==> src/rtl/mips_ctrl_pkg.sv <==
// ---------------------------------------------------------------------------
// mips_ctrl_pkg
// Shared control definitions for the decode-stage main control unit and the
// execute-stage ALU control decoder: opcode constants, aluop encodings, the
// packed datapath control struct and the bubble (all-zero) control word.
// ---------------------------------------------------------------------------
package mips_ctrl_pkg;

   // Opcode field values (instruction bits [31:26])
   localparam logic [5:0] OP_RTYPE = 6'b000000;
   localparam logic [5:0] OP_LW    = 6'b100011;
   localparam logic [5:0] OP_SW    = 6'b101011;
   localparam logic [5:0] OP_BEQ   = 6'b000100;

   // aluop encodings consumed by the ALU control decoder
   localparam logic [1:0] ALUOP_RTYPE   = 2'b10;
   localparam logic [1:0] ALUOP_LWSW    = 2'b00;
   localparam logic [1:0] ALUOP_BRANCH  = 2'b01;
   localparam logic [1:0] ALUOP_UNKNOWN = 2'b11;

   // Datapath control word produced by the main decoder
   typedef struct packed {
      logic [1:0] aluop;
      logic       regdst;
      logic       alusrc;
      logic       memread;
      logic       memwrite;
      logic       memtoreg;
      logic       regwrite;
      logic       branch;
   } ctrl_t;

   // Bubble: aluop 00 and every control bit cleared
   localparam ctrl_t CTRL_BUBBLE = ctrl_t'(9'b0_0000_0000);

endpackage : mips_ctrl_pkg

==> src/rtl/main_decoder.sv <==
// ---------------------------------------------------------------------------
// main_decoder
// Purely combinational main control decoder.
// Ports:
//   opcode  in  [5:0]  instruction bits [31:26]
//   ctrl    out ctrl_t decoded aluop and datapath control bits
//   illegal out        opcode is not R-type, lw, sw or beq
// ---------------------------------------------------------------------------
module main_decoder
   import mips_ctrl_pkg::*;
(
   input  logic [5:0] opcode,
   output ctrl_t      ctrl,
   output logic       illegal
);

   ctrl_t ctrl_s;
   logic  illegal_s;

   // Opcode decode; anything unrecognised gets aluop 11 and no side effects
   always_comb begin
      ctrl_s    = CTRL_BUBBLE;
      illegal_s = 1'b0;
      case (opcode)
         OP_RTYPE: begin
            ctrl_s.aluop    = ALUOP_RTYPE;
            ctrl_s.regdst   = 1'b1;
            ctrl_s.regwrite = 1'b1;
         end
         OP_LW: begin
            ctrl_s.aluop    = ALUOP_LWSW;
            ctrl_s.alusrc   = 1'b1;
            ctrl_s.memread  = 1'b1;
            ctrl_s.memtoreg = 1'b1;
            ctrl_s.regwrite = 1'b1;
         end
         OP_SW: begin
            ctrl_s.aluop    = ALUOP_LWSW;
            ctrl_s.alusrc   = 1'b1;
            ctrl_s.memwrite = 1'b1;
         end
         OP_BEQ: begin
            ctrl_s.aluop    = ALUOP_BRANCH;
            ctrl_s.branch   = 1'b1;
         end
         default: begin
            ctrl_s.aluop    = ALUOP_UNKNOWN;
            illegal_s       = 1'b1;
         end
      endcase
   end

   assign ctrl    = ctrl_s;
   assign illegal = illegal_s;

endmodule : main_decoder

==> src/rtl/id_ex_ctrl.sv <==
// ---------------------------------------------------------------------------
// id_ex_ctrl
// Decode-stage main control plus the ID/EX control pipeline register, with
// hazard-unit stall (hold) and flush (bubble) support.
// Optional feature macro: ID_EX_ILLEGAL_TRAP_EN enables the sticky illegal
// opcode flag and saturating illegal counter; without it both read 0.
// Ports:
//   clk, rst_n (sync active-low)        clock and reset
//   id_valid, id_opcode, id_funct       instruction in ID
//   stall, flush                        hazard-unit controls
//   illegal_clr                         clears sticky flag and counter
//   ex_valid, ex_aluop, ex_funct, ex_*  registered control to EX
//   illegal_sticky, illegal_cnt         illegal-opcode trap status
// ---------------------------------------------------------------------------
module id_ex_ctrl
   import mips_ctrl_pkg::*;
#(
   parameter int CNT_W = 8
) (
   input  logic             clk,
   input  logic             rst_n,
   input  logic             id_valid,
   input  logic [5:0]       id_opcode,
   input  logic [5:0]       id_funct,
   input  logic             stall,
   input  logic             flush,
   input  logic             illegal_clr,
   output logic             ex_valid,
   output logic [1:0]       ex_aluop,
   output logic [5:0]       ex_funct,
   output logic             ex_regdst,
   output logic             ex_alusrc,
   output logic             ex_memread,
   output logic             ex_memwrite,
   output logic             ex_memtoreg,
   output logic             ex_regwrite,
   output logic             ex_branch,
   output logic             illegal_sticky,
   output logic [CNT_W-1:0] illegal_cnt
);

   ctrl_t      dec_ctrl_s;
   logic       dec_illegal_s;
   logic       latch_s;
   ctrl_t      ex_ctrl_r;
   logic       ex_valid_r;
   logic [5:0] ex_funct_r;

   main_decoder u_main_decoder (
      .opcode  (id_opcode),
      .ctrl    (dec_ctrl_s),
      .illegal (dec_illegal_s)
   );

   // An illegal opcode counts only when it actually loads into ID/EX
   always_comb begin
      if (!flush && !stall && id_valid) begin
         latch_s = dec_illegal_s;
      end else begin
         latch_s = 1'b0;
      end
   end

   // ID/EX register: reset > flush > stall (hold) > invalid (bubble) > load
   always_ff @(posedge clk) begin
      if (!rst_n || flush) begin
         ex_valid_r <= 1'b0;
         ex_ctrl_r  <= CTRL_BUBBLE;
         ex_funct_r <= 6'b000000;
      end else if (stall) begin
         ex_valid_r <= ex_valid_r;
         ex_ctrl_r  <= ex_ctrl_r;
         ex_funct_r <= ex_funct_r;
      end else if (!id_valid) begin
         ex_valid_r <= 1'b0;
         ex_ctrl_r  <= CTRL_BUBBLE;
         ex_funct_r <= 6'b000000;
      end else begin
         ex_valid_r <= 1'b1;
         ex_ctrl_r  <= dec_ctrl_s;
         ex_funct_r <= id_funct;
      end
   end

`ifdef ID_EX_ILLEGAL_TRAP_EN
   logic             sticky_r;
   logic [CNT_W-1:0] cnt_r;

   // Trap status; a latch coinciding with a clear restarts the count at 1
   always_ff @(posedge clk) begin
      if (!rst_n) begin
         sticky_r <= 1'b0;
         cnt_r    <= {CNT_W{1'b0}};
      end else if (latch_s) begin
         sticky_r <= 1'b1;
         if (illegal_clr) begin
            cnt_r <= CNT_W'(1'b1);
         end else if (cnt_r != {CNT_W{1'b1}}) begin
            cnt_r <= cnt_r + CNT_W'(1'b1);
         end else begin
            cnt_r <= cnt_r;
         end
      end else if (illegal_clr) begin
         sticky_r <= 1'b0;
         cnt_r    <= {CNT_W{1'b0}};
      end else begin
         sticky_r <= sticky_r;
         cnt_r    <= cnt_r;
      end
   end

   assign illegal_sticky = sticky_r;
   assign illegal_cnt    = cnt_r;
`else
   // Trap disabled: status tied low, clear request has no effect
   logic unused_trap_s;
   assign unused_trap_s  = illegal_clr ^ latch_s;
   assign illegal_sticky = 1'b0;
   assign illegal_cnt    = {CNT_W{1'b0}};
`endif

   assign ex_valid    = ex_valid_r;
   assign ex_aluop    = ex_ctrl_r.aluop;
   assign ex_funct    = ex_funct_r;
   assign ex_regdst   = ex_ctrl_r.regdst;
   assign ex_alusrc   = ex_ctrl_r.alusrc;
   assign ex_memread  = ex_ctrl_r.memread;
   assign ex_memwrite = ex_ctrl_r.memwrite;
   assign ex_memtoreg = ex_ctrl_r.memtoreg;
   assign ex_regwrite = ex_ctrl_r.regwrite;
   assign ex_branch   = ex_ctrl_r.branch;

endmodule : id_ex_ctrl

==> config.mk <==
export PLATFORM = sky130hd
export DESIGN_NAME = id_ex_ctrl
export DESIGN_NICKNAME = d
export VERILOG_FILES = /design/src/rtl/mips_ctrl_pkg.sv /design/src/rtl/main_decoder.sv /design/src/rtl/id_ex_ctrl.sv
export SDC_FILE = /design/constraint.sdc
export NUM_CORES = 1
export LEC_CHECK = 0
export ABC_CLOCK_PERIOD_IN_PS = 2900
export CORE_MARGIN = 1.5
export CORE_UTILIZATION = 38
export CTS_CLUSTER_DIAMETER = 150
export CTS_CLUSTER_SIZE = 12
export DETAILED_ROUTE_END_ITERATION = 8
export PLACE_DENSITY = 0.89
export SKIP_CTS_REPAIR_TIMING = 1
export SYNTH_ARGS = -nofsm -noshare
export SYNTH_HDL_FRONTEND = slang
export SYNTH_SLANG_ARGS = --single-unit
==> constraint.sdc <==
create_clock -name clk -period 2.9 [get_ports clk]
set_input_delay 0.58 -clock clk [delete_from_list [all_inputs] [get_ports clk]]
set_output_delay 0.58 -clock clk [all_outputs]
set_load 0.005 [all_outputs]
==> Yosys cells after proc, flatten, opt, wreduce, memory -nomap -nowiden <==
Cells that the tools add are included.
{ "totals": {"reg_bits": 16, "inputBits": 18, "output_inout_bits": 25, "wordCells": 28} }
{ "op_classes": {"eq_ne": 3, "mux": 10, "reduce_logical": 5} }
{ "ops": {"columns": ["operator", "count"], "rows": [
  ["$eq 6x6->1 const B", 2],
  ["$mux 9", 1],
  ["$mux 1", 7],
  ["$eq 6x3->1 const B", 1],
  ["$logic_not 6->1", 1],
  ["$mux 6", 1],
  ["$pmux 2 s3", 1],
  ["$reduce_or 2->1", 2],
  ["$logic_not 1->1", 1],
  ["$logic_or 1x1->1", 1]
]} }

==> Longest topological paths before layout <==
Gate-level depths: netlist (run 1).
{ "logic_depth": {"depth_word": 4, "ltp_mapped": 5} }

==> Cells and area by module <==
A second synthesis (run 1) with hierarchy kept.
{ "hier_totals": {"cells_unflattened": 97, "area_unflattened_um2": 878.3} }
{ "modules_own_cells": {"columns": ["mod", "n_inst", "cells_per_inst", "area_each_um2", "seq_area_each_um2"], "rows": [
  ["id_ex_ctrl", 1, 81, 762.0, 320.3],
  ["main_decoder", 1, 16, 116.4, 0.0]
]} }

==> Least setup slack after synthesis (run 1) <==
Ideal clock, no wire load.
{ "synth_timing": {"kind": "input-to-reg", "start": "in id_opcode[5]", "end": "reg ex_ctrl_r, in the netlist ex_aluop[0]", "setup_ns": 0.116, "arrival_ns": 1.276, "t_required_ns": 2.784, "setup_slack_ns": 1.508, "cell_stages": 3, "path_buffers": 0, "path_cell_list": "nor4_2 o21ai_0 a31o_2"} }
{ "synth_via": {"elab_chain_len": 4} }
{ "synth_lines": {"columns": ["item", "line", "source"], "rows": [
  ["start: declaration", "id_ex_ctrl.sv:23", "input logic [5:0] id_opcode,"],
  ["$eq 6x6->1", "main_decoder.sv:24", "case (opcode)"],
  ["$reduce_or 2->1 (no source line)", null, null],
  ["$pmux 2 s3 (*)", "main_decoder.sv:24", null],
  ["$mux 9 (*)", "id_ex_ctrl.sv:74", "end else if (!id_valid) begin"],
  ["end signal: assignment", "id_ex_ctrl.sv:72", "ex_ctrl_r <= ex_ctrl_r;"],
  ["end signal: assignment", "id_ex_ctrl.sv:80", "ex_ctrl_r <= dec_ctrl_s;"],
  ["end: declaration", "id_ex_ctrl.sv:45", "ctrl_t ex_ctrl_r;"]
]} }
Mark *: on every way between the ends. The rest lies on a longest branch, timed or not.
A chain may end at the register's enable or synchronous reset.

==> results of run 1 <==
registers in the layout, indices dropped and copies added (netlist names):
signal / flops
ex_aluop: 2
ex_alusrc: 1
ex_branch: 1
ex_funct: 6
ex_memtoreg: 1
ex_memwrite: 1
ex_regdst: 1
ex_regwrite: 1
ex_valid: 1
where the power goes:
| part | internal [W] | switching [W] |
|---|---|---|
| combinational | 0.0000322 | 0.0000257 |
| clock | 0.0000511 | 0.0000667 |
| sequential | 0.000209 | 0.00000153 |
synthesized netlist by cell type (all sizes together):
cell     n
nand2    3
o21ai    2
a22oi    8
nor2    12
and3     2
dfxtp   15
buf     13
conb     1
o211ai   1
nand2b   1
nor2b    3
nor4     1
nand3    2
a21oi    3
inv      1
a32oi    2
nor4b    1
nor3     1
a31o     1
clkbuf   2
a22o     1
metrics by stage:
step | power (W) | cells | setup slack, ns | hold WS [ns]
finish | 0.000386 | 131 | 0.954 | 0.487
global route | 0.000403 | 131 | 0.854 | 0.509
CTS | 0.000389 | 131 | 0.958 | 0.488
detailed placement | 0.000273 | 127 | 0.667 | 0.473
global placement | 0.000271 | 127 | 0.698 | 0.462
floorplan | 0.000248 | 84 | 1.51 | 0.469
final cells by class:
type | count | area (sq um)
Fill cell | 161 | 707
Clock buffer | 3 | 22.5
Timing Repair Buffer | 33 | 328
Sequential cell | 15 | 300
Inverter | 1 | 3.75
Clock inverter | 1 | 5.00
Tap cell | 25 | 31.3
Multi-Input combinational cell | 53 | 310
how the worst max path moves through the flow:
stage / cells past startpoint / slack [ns] / to / from
after floorplan: 3 / 1.51 / ex_aluop[0]$_SDFFE_PP0N_ / id_opcode[5]
after global placement: 5 / 0.70 / ex_regwrite$_SDFFE_PP0N_ / stall
after detailed placement: 5 / 0.67 / ex_regwrite$_SDFFE_PP0N_ / stall
after CTS: 5 / 0.96 / ex_regwrite$_SDFFE_PP0N_ / stall
after global routing: 4 / 0.85 / ex_branch$_SDFFE_PP0N_ / stall
final: 5 / 0.95 / ex_regwrite$_SDFFE_PP0N_ / stall
worst max-delay path, stage by stage:
cell,delay [ns]
clkdlybuf4s50_1,0.60
buf_4,0.27
nor4b_4,0.40
o211ai_1,0.17
a21oi_2,0.13
per-layer routing:
metal,vias up,track usage [%],share of wire [%]
li1,305,-,-
met1,305,16.7,38
met2,31,26.2,53
met3,2,2.38,7.2
met4,0,7.06,1.1
met5,-,0,0
kinds of logic (layout without fill, tap and decap cells):
| group | Yosys count | count (layout) |
|---|---|---|
| AOI/OAI and AO/OA | 18 | 18 |
| buffers and inverters | 16 | 38 |
| DFF | 15 | 15 |
| other | 1 | 9 |
| and+or+nand+nor | 26 | 26 |
==> impl_metrics.tcl, run 1 <==
set metrics [dict create \
    outcome "completed" \
    synth_xor_xnor_area_share_pct 0 \
    port_buffers 32 \
    whs_endpoint "ex_regwrite$_SDFFE_PP0N_" \
    tightestPinTransition_ns 0.652 \
    crit_required_ns 3.11 \
    drive_gt1_share_pct 8.49 \
    wl_per_cell_microns 11.6 \
    leakage_nw 0.365 \
    hp-start "ex_regwrite$_SDFFE_PP0N_" \
    antenna_left 0 \
    clock_sinks 15 \
    die_x_microns 45.5 \
    vias_per_cell 4.91 \
    finalCoreUtilization_pct 58.6 \
    ys_top_cells_by_area "dfxtp_1, buf_4, a22oi_1" \
    yosys.area_share.simple_pct 21.1 \
    hold_class "reg -> reg" \
    yosysSeqAreaShare_pct 43.7 \
    cp_max_fo 11 \
    grt_remaining_overflow 0 \
    holdPathStages 2 \
    maxSlewHeadroom_pct 56.5 \
    finalCritPeriodShare_pct 67.1 \
    r2r_cells 2 \
    post-synth-top-area-cell "dfxtp_1" \
    die_area_sq_mm 0.00207 \
    r2r-end "ex_aluop[0]$_SDFFE_PP0N_" \
    start_util_pct 40.2 \
    syn_inst 76 \
    final_cell_mix "clkdlybuf4s50_1, dfxtp_1, nor2_1, conb_1, a22oi_1" \
    rsz0062_at_grt "no" \
    place_hpwl_microns 1160 \
    synth_fa_ha_area_share_pct 0 \
    syn_area_sq_um 687 \
    timing.rr.start "ex_aluop[0]$_SDFFE_PP0N_" \
    clock.fmax_ghz 0.514 \
    period_needed_ns 1.95 \
    cts_buffers 3 \
    ys_warn_count 0 \
    antenna_found_initial 0 \
    ir_drop_mv 0.228 \
    place_area_sq_um 973 \
    grt_pass1_vias 536 \
    synthDominantCellAreaShare_pct 43.7 \
    synth_top_family_by_area "simple AND/OR/NAND/NOR gates" \
    arrival_ns 2.16 \
    grt_pass1_wl_microns 2190 \
    die_h_microns 45.5 \
    finalSetupViolations 0 \
    clk_path_buf_depth 2 \
    vias 643 \
    coreArea_sq_mm 0.00171 \
    maxCapViolCount 0 \
    cts_max_level 1 \
    io_pins 43 \
    num_antenna_cells 0 \
    gp_congestion 0.786 \
    design_area_sq_mm 0.00100 \
    tns_ns 0 \
    crit_path_start_kind "input port" \
    grt_max_degree 14 \
    row_count 15 \
    cts_root_buffer "clkbuf_4" \
    yosys-mux-area-fraction_pct 0 \
    hold_viol_final 0 \
    setup.worst_path.class "in -> reg" \
    layout_commonest_cell "clkdlybuf4s50_1" \
    area_growth_pct 45.7 \
    syn_avg_cell_area_sq_um 9.04 \
    path_clk_slew_ns 0.09 \
    drt_wl_total_microns 1520 \
    drc 0 \
    firstDrtPassIters 4 \
    r2r_slack_ns 2.15 \
    cts_tree "done" \
    grt_use_total_pct 14.7 \
    ys_ff_latch 15 \
    crit_path_end_kind "flip-flop" \
    first_iter_violations 12 \
    nets 125 \
    power_density_mw_per_mm2 386 \
    fin_skew_ns 0 \
    drv_slew 0 \
    clk_latency_ns 0.27 \
    synth_cell_types 26 \
    synth_compound_area_share_pct 19.1 \
]
Power figures use the tool's default switching activity.
==> run 2, diff against run 1 <==
--- a/config.mk
+++ b/config.mk
@@ -5,13 +5,13 @@
 export SDC_FILE = /design/constraint.sdc
 export NUM_CORES = 1
 export LEC_CHECK = 0
-export ABC_CLOCK_PERIOD_IN_PS = 2900
+export ABC_CLOCK_PERIOD_IN_PS = 1800
 export CORE_MARGIN = 1.5
-export CORE_UTILIZATION = 38
+export CORE_UTILIZATION = 35
 export CTS_CLUSTER_DIAMETER = 150
 export CTS_CLUSTER_SIZE = 12
 export DETAILED_ROUTE_END_ITERATION = 8
-export PLACE_DENSITY = 0.89
+export PLACE_DENSITY = 0.83
 export SKIP_CTS_REPAIR_TIMING = 1
 export SYNTH_ARGS = -nofsm -noshare
 export SYNTH_HDL_FRONTEND = slang
==> constraint.sdc (replaced) <==
create_clock -name clk -period 1.8 [get_ports clk]
set_input_delay 0.36 -clock clk [delete_from_list [all_inputs] [get_ports clk]]
set_output_delay 0.36 -clock clk [all_outputs]
set_load 0.005 [all_outputs]
==> run 2 against run 1 <==
  * Die area rose by 8.0%
  * Critical endpoint is now ex_funct[4]
  * Global-route usage increased by 3.8 points
  * Sequential power increased by 61%
  * Sequential cell count unchanged
  * Largest power group unchanged
  * Clock-buffer cell count is 1 higher
==> impl_metrics.tcl, run 2 (synthesis results as in run 1) <==
set metrics [dict create \
    outcome "completed" \
    grt_pass1_wl_microns 2770 \
    cts_max_level 1 \
    drv_slew 0 \
    coreArea_sq_mm 0.00178 \
    setup.worst_path.class "reg -> out" \
    antenna_found_initial 0 \
    crit_family "buffers and inverters" \
    place_area_sq_mm 0.00100 \
    tns_ns 0 \
    arrival_ns 1.15 \
    rsz0062_at_grt "no" \
    largest_register_ffs 6 \
    vias_per_cell 4.82 \
    io_pins 43 \
    cpPeakStageDelay_ns 0.52 \
    cts_root_buffer "clkbuf_4" \
    crit_path_end_kind "primary output" \
    final_cell_mix "clkdlybuf4s50_1, dfxtp_1, nor2_1, conb_1, a22oi_1" \
    power_density_mw_per_mm2 610 \
    area_growth_pct 49.9 \
    die_x_microns 47.3 \
    cts_buffers 3 \
    crit_path_start_kind "flip-flop" \
    ir_drop_mv 0.370 \
    fillers 169 \
    design_area_sq_mm 0.00103 \
    drive_gt1_share_pct 10.9 \
    cts_tree "done" \
    drc 0 \
    firstDrtPassIters 4 \
    grt_use_total_pct 18.5 \
    grt_remaining_overflow 0 \
    finalCoreUtilization_pct 57.8 \
    nets 129 \
    first_iter_violations 6 \
    finalCritPeriodShare_pct 84.0 \
    critical_path_buf_inv_count 1 \
    path_clk_slew_ns 0.08 \
    cp_cell_sequence "clkdlybuf4s50_1" \
    crit_slowest_cell "clkdlybuf4s50_1" \
    place_hpwl_microns 1360 \
    num_antenna_cells 0 \
    clock.fmax_ghz 0.661 \
    grt_max_degree 11 \
    crit_required_ns 1.44 \
    port_buffers 32 \
    period_needed_ns 1.51 \
    vias 651 \
    clk_path_buf_depth 2 \
    antenna_left 0 \
    layout_commonest_cell "clkdlybuf4s50_1" \
    gp_congestion 0.753 \
    drt_wl_total_microns 1730 \
    finalSetupViolations 0 \
    row_count 15 \
    grt_pass1_vias 624 \
    clk_latency_ns 0.28 \
    die_area_sq_mm 0.00224 \
    start_util_pct 38.5 \
    fin_skew_ns 0 \
    maxCapViolCount 0 \
    cp_max_fo 2 \
    hold_class "reg -> reg" \
    hold_viol_final 0 \
    die_h_microns 47.3 \
    clock_sinks 15 \
    leakage_nw 0.382 \
    wl_per_cell_microns 12.8 \
]
run 2: cell count changes in the layout (fill, tap and decap cells not counted), sizes merged:
cell	before	now
clkbuf	3	4
clkinv	1	0
buf	1	5
run 2: final timing paths:
| kind | start | end | slack [ns] | cells past startpoint |
|---|---|---|---|---|
| worst min-delay path | ex_aluop[1]$_SDFFE_PP0N_ | ex_aluop[1]$_SDFFE_PP0N_ | 0.47 | 2 |
| worst max register to register | ex_aluop[0]$_SDFFE_PP0N_ | ex_aluop[0]$_SDFFE_PP0N_ | 1.04 | 2 |
| worst min register to register | ex_aluop[1]$_SDFFE_PP0N_ | ex_aluop[1]$_SDFFE_PP0N_ | 0.47 | 2 |
| worst max-delay path | ex_funct[4]$_SDFFE_PP0N_ | ex_funct[4] | 0.29 | 1 |
run 2: layout make-up:
class | instances | area (sq um) | share of cell area (%)
Clock buffer | 4 | 26.3 | 2.55
Multi-Input combinational cell | 53 | 310 | 30.1
Timing Repair Buffer | 37 | 358 | 34.8
Inverter | 1 | 3.75 | 0.365
Tap cell | 25 | 31.3 | 3.04
Sequential cell | 15 | 300 | 29.2
run 2: tightest hold or removal path: stages, from the launching register on:
cell and delay [ns]:
dfxtp_1 0.32, nand3_1 0.07, o21ai_1 0.05
run 2: per-stage QoR:
stage	setup WS, ns	instances	power [W]	hold WS, ns
6_report	0.288	135	0.000628	0.470
5_1_grt	0.225	135	0.000662	0.500
3_3_place_gp	0.152	131	0.000443	0.458
3_5_place_dp	0.119	131	0.000447	0.462
2_1_floorplan	0.628	84	0.000399	0.469
4_1_cts	0.277	135	0.000634	0.474
run 2: layer usage:
metal | part of all wire, % | GRT usage (%) | vias to the layer above | wire (microns)
met1 | 39 | 18.9 | 309 | 673
met5 | 0 | 0 | - | 0
met4 | 0.69 | 6.67 | 0 | 12
met2 | 55 | 34.6 | 26 | 955
li1 | - | - | 314 | -
met3 | 5.3 | 6.15 | 2 | 91
run 2: power by group:
part	internal, W	switching [W]
Clock	0.0000860	0.000101
Combinational	0.0000568	0.0000448
Sequential	0.000337	0.00000249
Total	0.000479	0.000148
==> run 3, diff against run 2 <==
--- a/config.mk
+++ b/config.mk
@@ -5,13 +5,13 @@
 export SDC_FILE = /design/constraint.sdc
 export NUM_CORES = 1
 export LEC_CHECK = 0
-export ABC_CLOCK_PERIOD_IN_PS = 1800
+export ABC_CLOCK_PERIOD_IN_PS = 1300
 export CORE_MARGIN = 1.5
-export CORE_UTILIZATION = 35
+export CORE_UTILIZATION = 32
 export CTS_CLUSTER_DIAMETER = 150
 export CTS_CLUSTER_SIZE = 12
 export DETAILED_ROUTE_END_ITERATION = 8
-export PLACE_DENSITY = 0.83
+export PLACE_DENSITY = 0.8
 export SKIP_CTS_REPAIR_TIMING = 1
 export SYNTH_ARGS = -nofsm -noshare
 export SYNTH_HDL_FRONTEND = slang
==> constraint.sdc (replaced) <==
create_clock -name clk -period 1.3 [get_ports clk]
set_input_delay 0.26 -clock clk [delete_from_list [all_inputs] [get_ports clk]]
set_output_delay 0.26 -clock clk [all_outputs]
set_load 0.005 [all_outputs]
==> run 3 against run 2 <==
  * Final area up 11%
  * Die area up 8.8%
  * Non-clock buffer count up 5
  * Cell count is 5.2% higher
  * Register-to-register slack worse by 0.50 ns
  * Routed wire length rose by 1.3%
  * Largest cell class unchanged
  * Largest power group unchanged
==> impl_metrics.tcl, run 3 (synthesis results as in run 1) <==
set metrics [dict create \
    outcome "completed" \
    gp_congestion 0.771 \
    grt_use_total_pct 14.8 \
    critical_path_buf_inv_count 1 \
    crit_required_ns 1.52 \
    drc 0 \
    fin_skew_ns 0 \
    drv_slew 0 \
    row_count 16 \
    cp_max_fo 5 \
    place_area_sq_mm 0.00105 \
    firstDrtPassIters 4 \
    wl_per_cell_microns 12.4 \
    vias_per_cell 4.69 \
    hold_class "reg -> reg" \
    period_needed_ns 1.26 \
    power_density_mw_per_mm2 774 \
    r2r_slack_ns 0.54 \
    ir_drop_mv 0.508 \
    die_area_sq_mm 0.00243 \
    cp_cell_sequence "clkdlybuf4s50_1, nor4b_4, o211ai_1, a21oi_2" \
    power_w 0.000885 \
    cts_root_buffer "clkbuf_4" \
    num_antenna_cells 0 \
    antenna_left 0 \
    first_iter_violations 10 \
    path_clk_slew_ns 0.09 \
    finalSetupViolations 0 \
    cts_max_level 1 \
    nets 134 \
    stdcell_count 142 \
    grt_pass1_vias 612 \
    setup.worst_path.class "in -> reg" \
    final_cell_mix "clkdlybuf4s50_1, dlymetal6s2s_1, nor2_1" \
    leakage_nw 0.711 \
    drive_gt1_share_pct 23.5 \
    design_area_sq_mm 0.00114 \
    drt_wl_total_microns 1760 \
    arrival_ns 1.48 \
    finalCritPeriodShare_pct 96.7 \
    dp_slack_ns -0.296 \
    crit_path_start_kind "input port" \
    port_buffers 32 \
    coreArea_sq_mm 0.00198 \
    start_util_pct 34.7 \
    holdPathStages 2 \
    crit_path_end_kind "flip-flop" \
    hold_viol_final 0 \
    largest_register_ffs 6 \
    setup_slack_ns 0.0423 \
    clock.fmax_ghz 0.795 \
    grt_max_degree 14 \
    clock_sinks 15 \
    die_h_microns 49.3 \
    antenna_found_initial 0 \
    timing.rr.start "ex_aluop[0]$_SDFFE_PP0N_" \
    rsz0062_at_grt "no" \
    maxCapViolCount 0 \
    placed_cells 137 \
    crit_slowest_cell "clkdlybuf4s50_1" \
    place_hpwl_microns 1330 \
    grt_remaining_overflow 0 \
    grt_pass1_wl_microns 2660 \
    cts_buffers 3 \
    io_pins 43 \
    whs_endpoint "ex_aluop[1]$_SDFFE_PP0N_" \
    clk_latency_ns 0.28 \
    cpPeakStageDelay_ns 0.48 \
    die_x_microns 49.3 \
    hp-start "ex_aluop[1]$_SDFFE_PP0N_" \
    clk_path_buf_depth 2 \
    area_growth_pct 66.5 \
    crit_family "buffers and inverters" \
    fillers 188 \
    r2r_cells 2 \
    vias 666 \
    r2r-end "ex_aluop[0]$_SDFFE_PP0N_" \
    cts_tree "done" \
]
run 3: cell types whose count changed in the layout (fill, tap and decap cells not counted), sizes merged:
cell	change
buf	+5
dlymetal6s2s	+16
clkdlybuf4s50	-16
run 3: worst reg2reg max path, stage by stage, from the launching register on:
cell     delay, ns
dfxtp_2       0.33
and3_1        0.13
a31o_2        0.20
run 3: stage by stage:
step	utilization, %	setup TNS (ns)	hold slack, ns
floorplan	-	0	0.404
global placement	52.9	-2.33	0.458
detailed placement	52.9	-2.59	0.467
CTS	54.2	-1.58	0.479
global route	57.7	0	0.506
finish	57.7	0	0.472
run 3: worst max-delay path by stage:
stage / startpoint / endpoint / slack, ns / depth (start not counted)
floorplan: id_opcode[5] / ex_aluop[0]$_SDFFE_PP0N_ / 0.23 / 3
global placement: stall / ex_regwrite$_SDFFE_PP0N_ / -0.27 / 4
detailed placement: id_opcode[5] / ex_aluop[0]$_SDFFE_PP0N_ / -0.30 / 4
CTS: ex_memtoreg$_SDFFE_PP0N_ / ex_memread / -0.14 / 1
global route: id_opcode[1] / ex_aluop[0]$_SDFFE_PP0N_ / 0.03 / 4
finish: id_opcode[2] / ex_regwrite$_SDFFE_PP0N_ / 0.04 / 4
run 3: final cells by class:
class	instances	area [sq um]	share of cell area, %
Timing Repair Buffer	42	448	39.2
Multi-Input combinational cell	53	320	28.0
Sequential cell	15	312	27.2
Tap cell	27	33.8	2.95
Clock buffer	4	26.3	2.30
Inverter	1	3.75	0.328
run 3: where the power goes:
| part | leakage [nW] | internal [W] | switching (W) |
|---|---|---|---|
| logic | 0.571 | 0.0000887 | 0.0000656 |
| registers | 0.126 | 0.000466 | 0.00000297 |
| clock network | 0.0150 | 0.000119 | 0.000142 |
| total | 0.711 | 0.000674 | 0.000210 |
run 3: per-layer routing:
| metal | up-vias | GRT usage [%] | routed length (microns) | share of wire (%) |
|---|---|---|---|---|
| li1 | 321 | - | - | - |
| met1 | 309 | 16.7 | 698 | 40 |
| met2 | 32 | 24.5 | 922 | 53 |
| met3 | 4 | 2.76 | 92 | 5.2 |
| met4 | 0 | 11.4 | 42 | 2.4 |
| met5 | - | 0 | 0 | 0 |
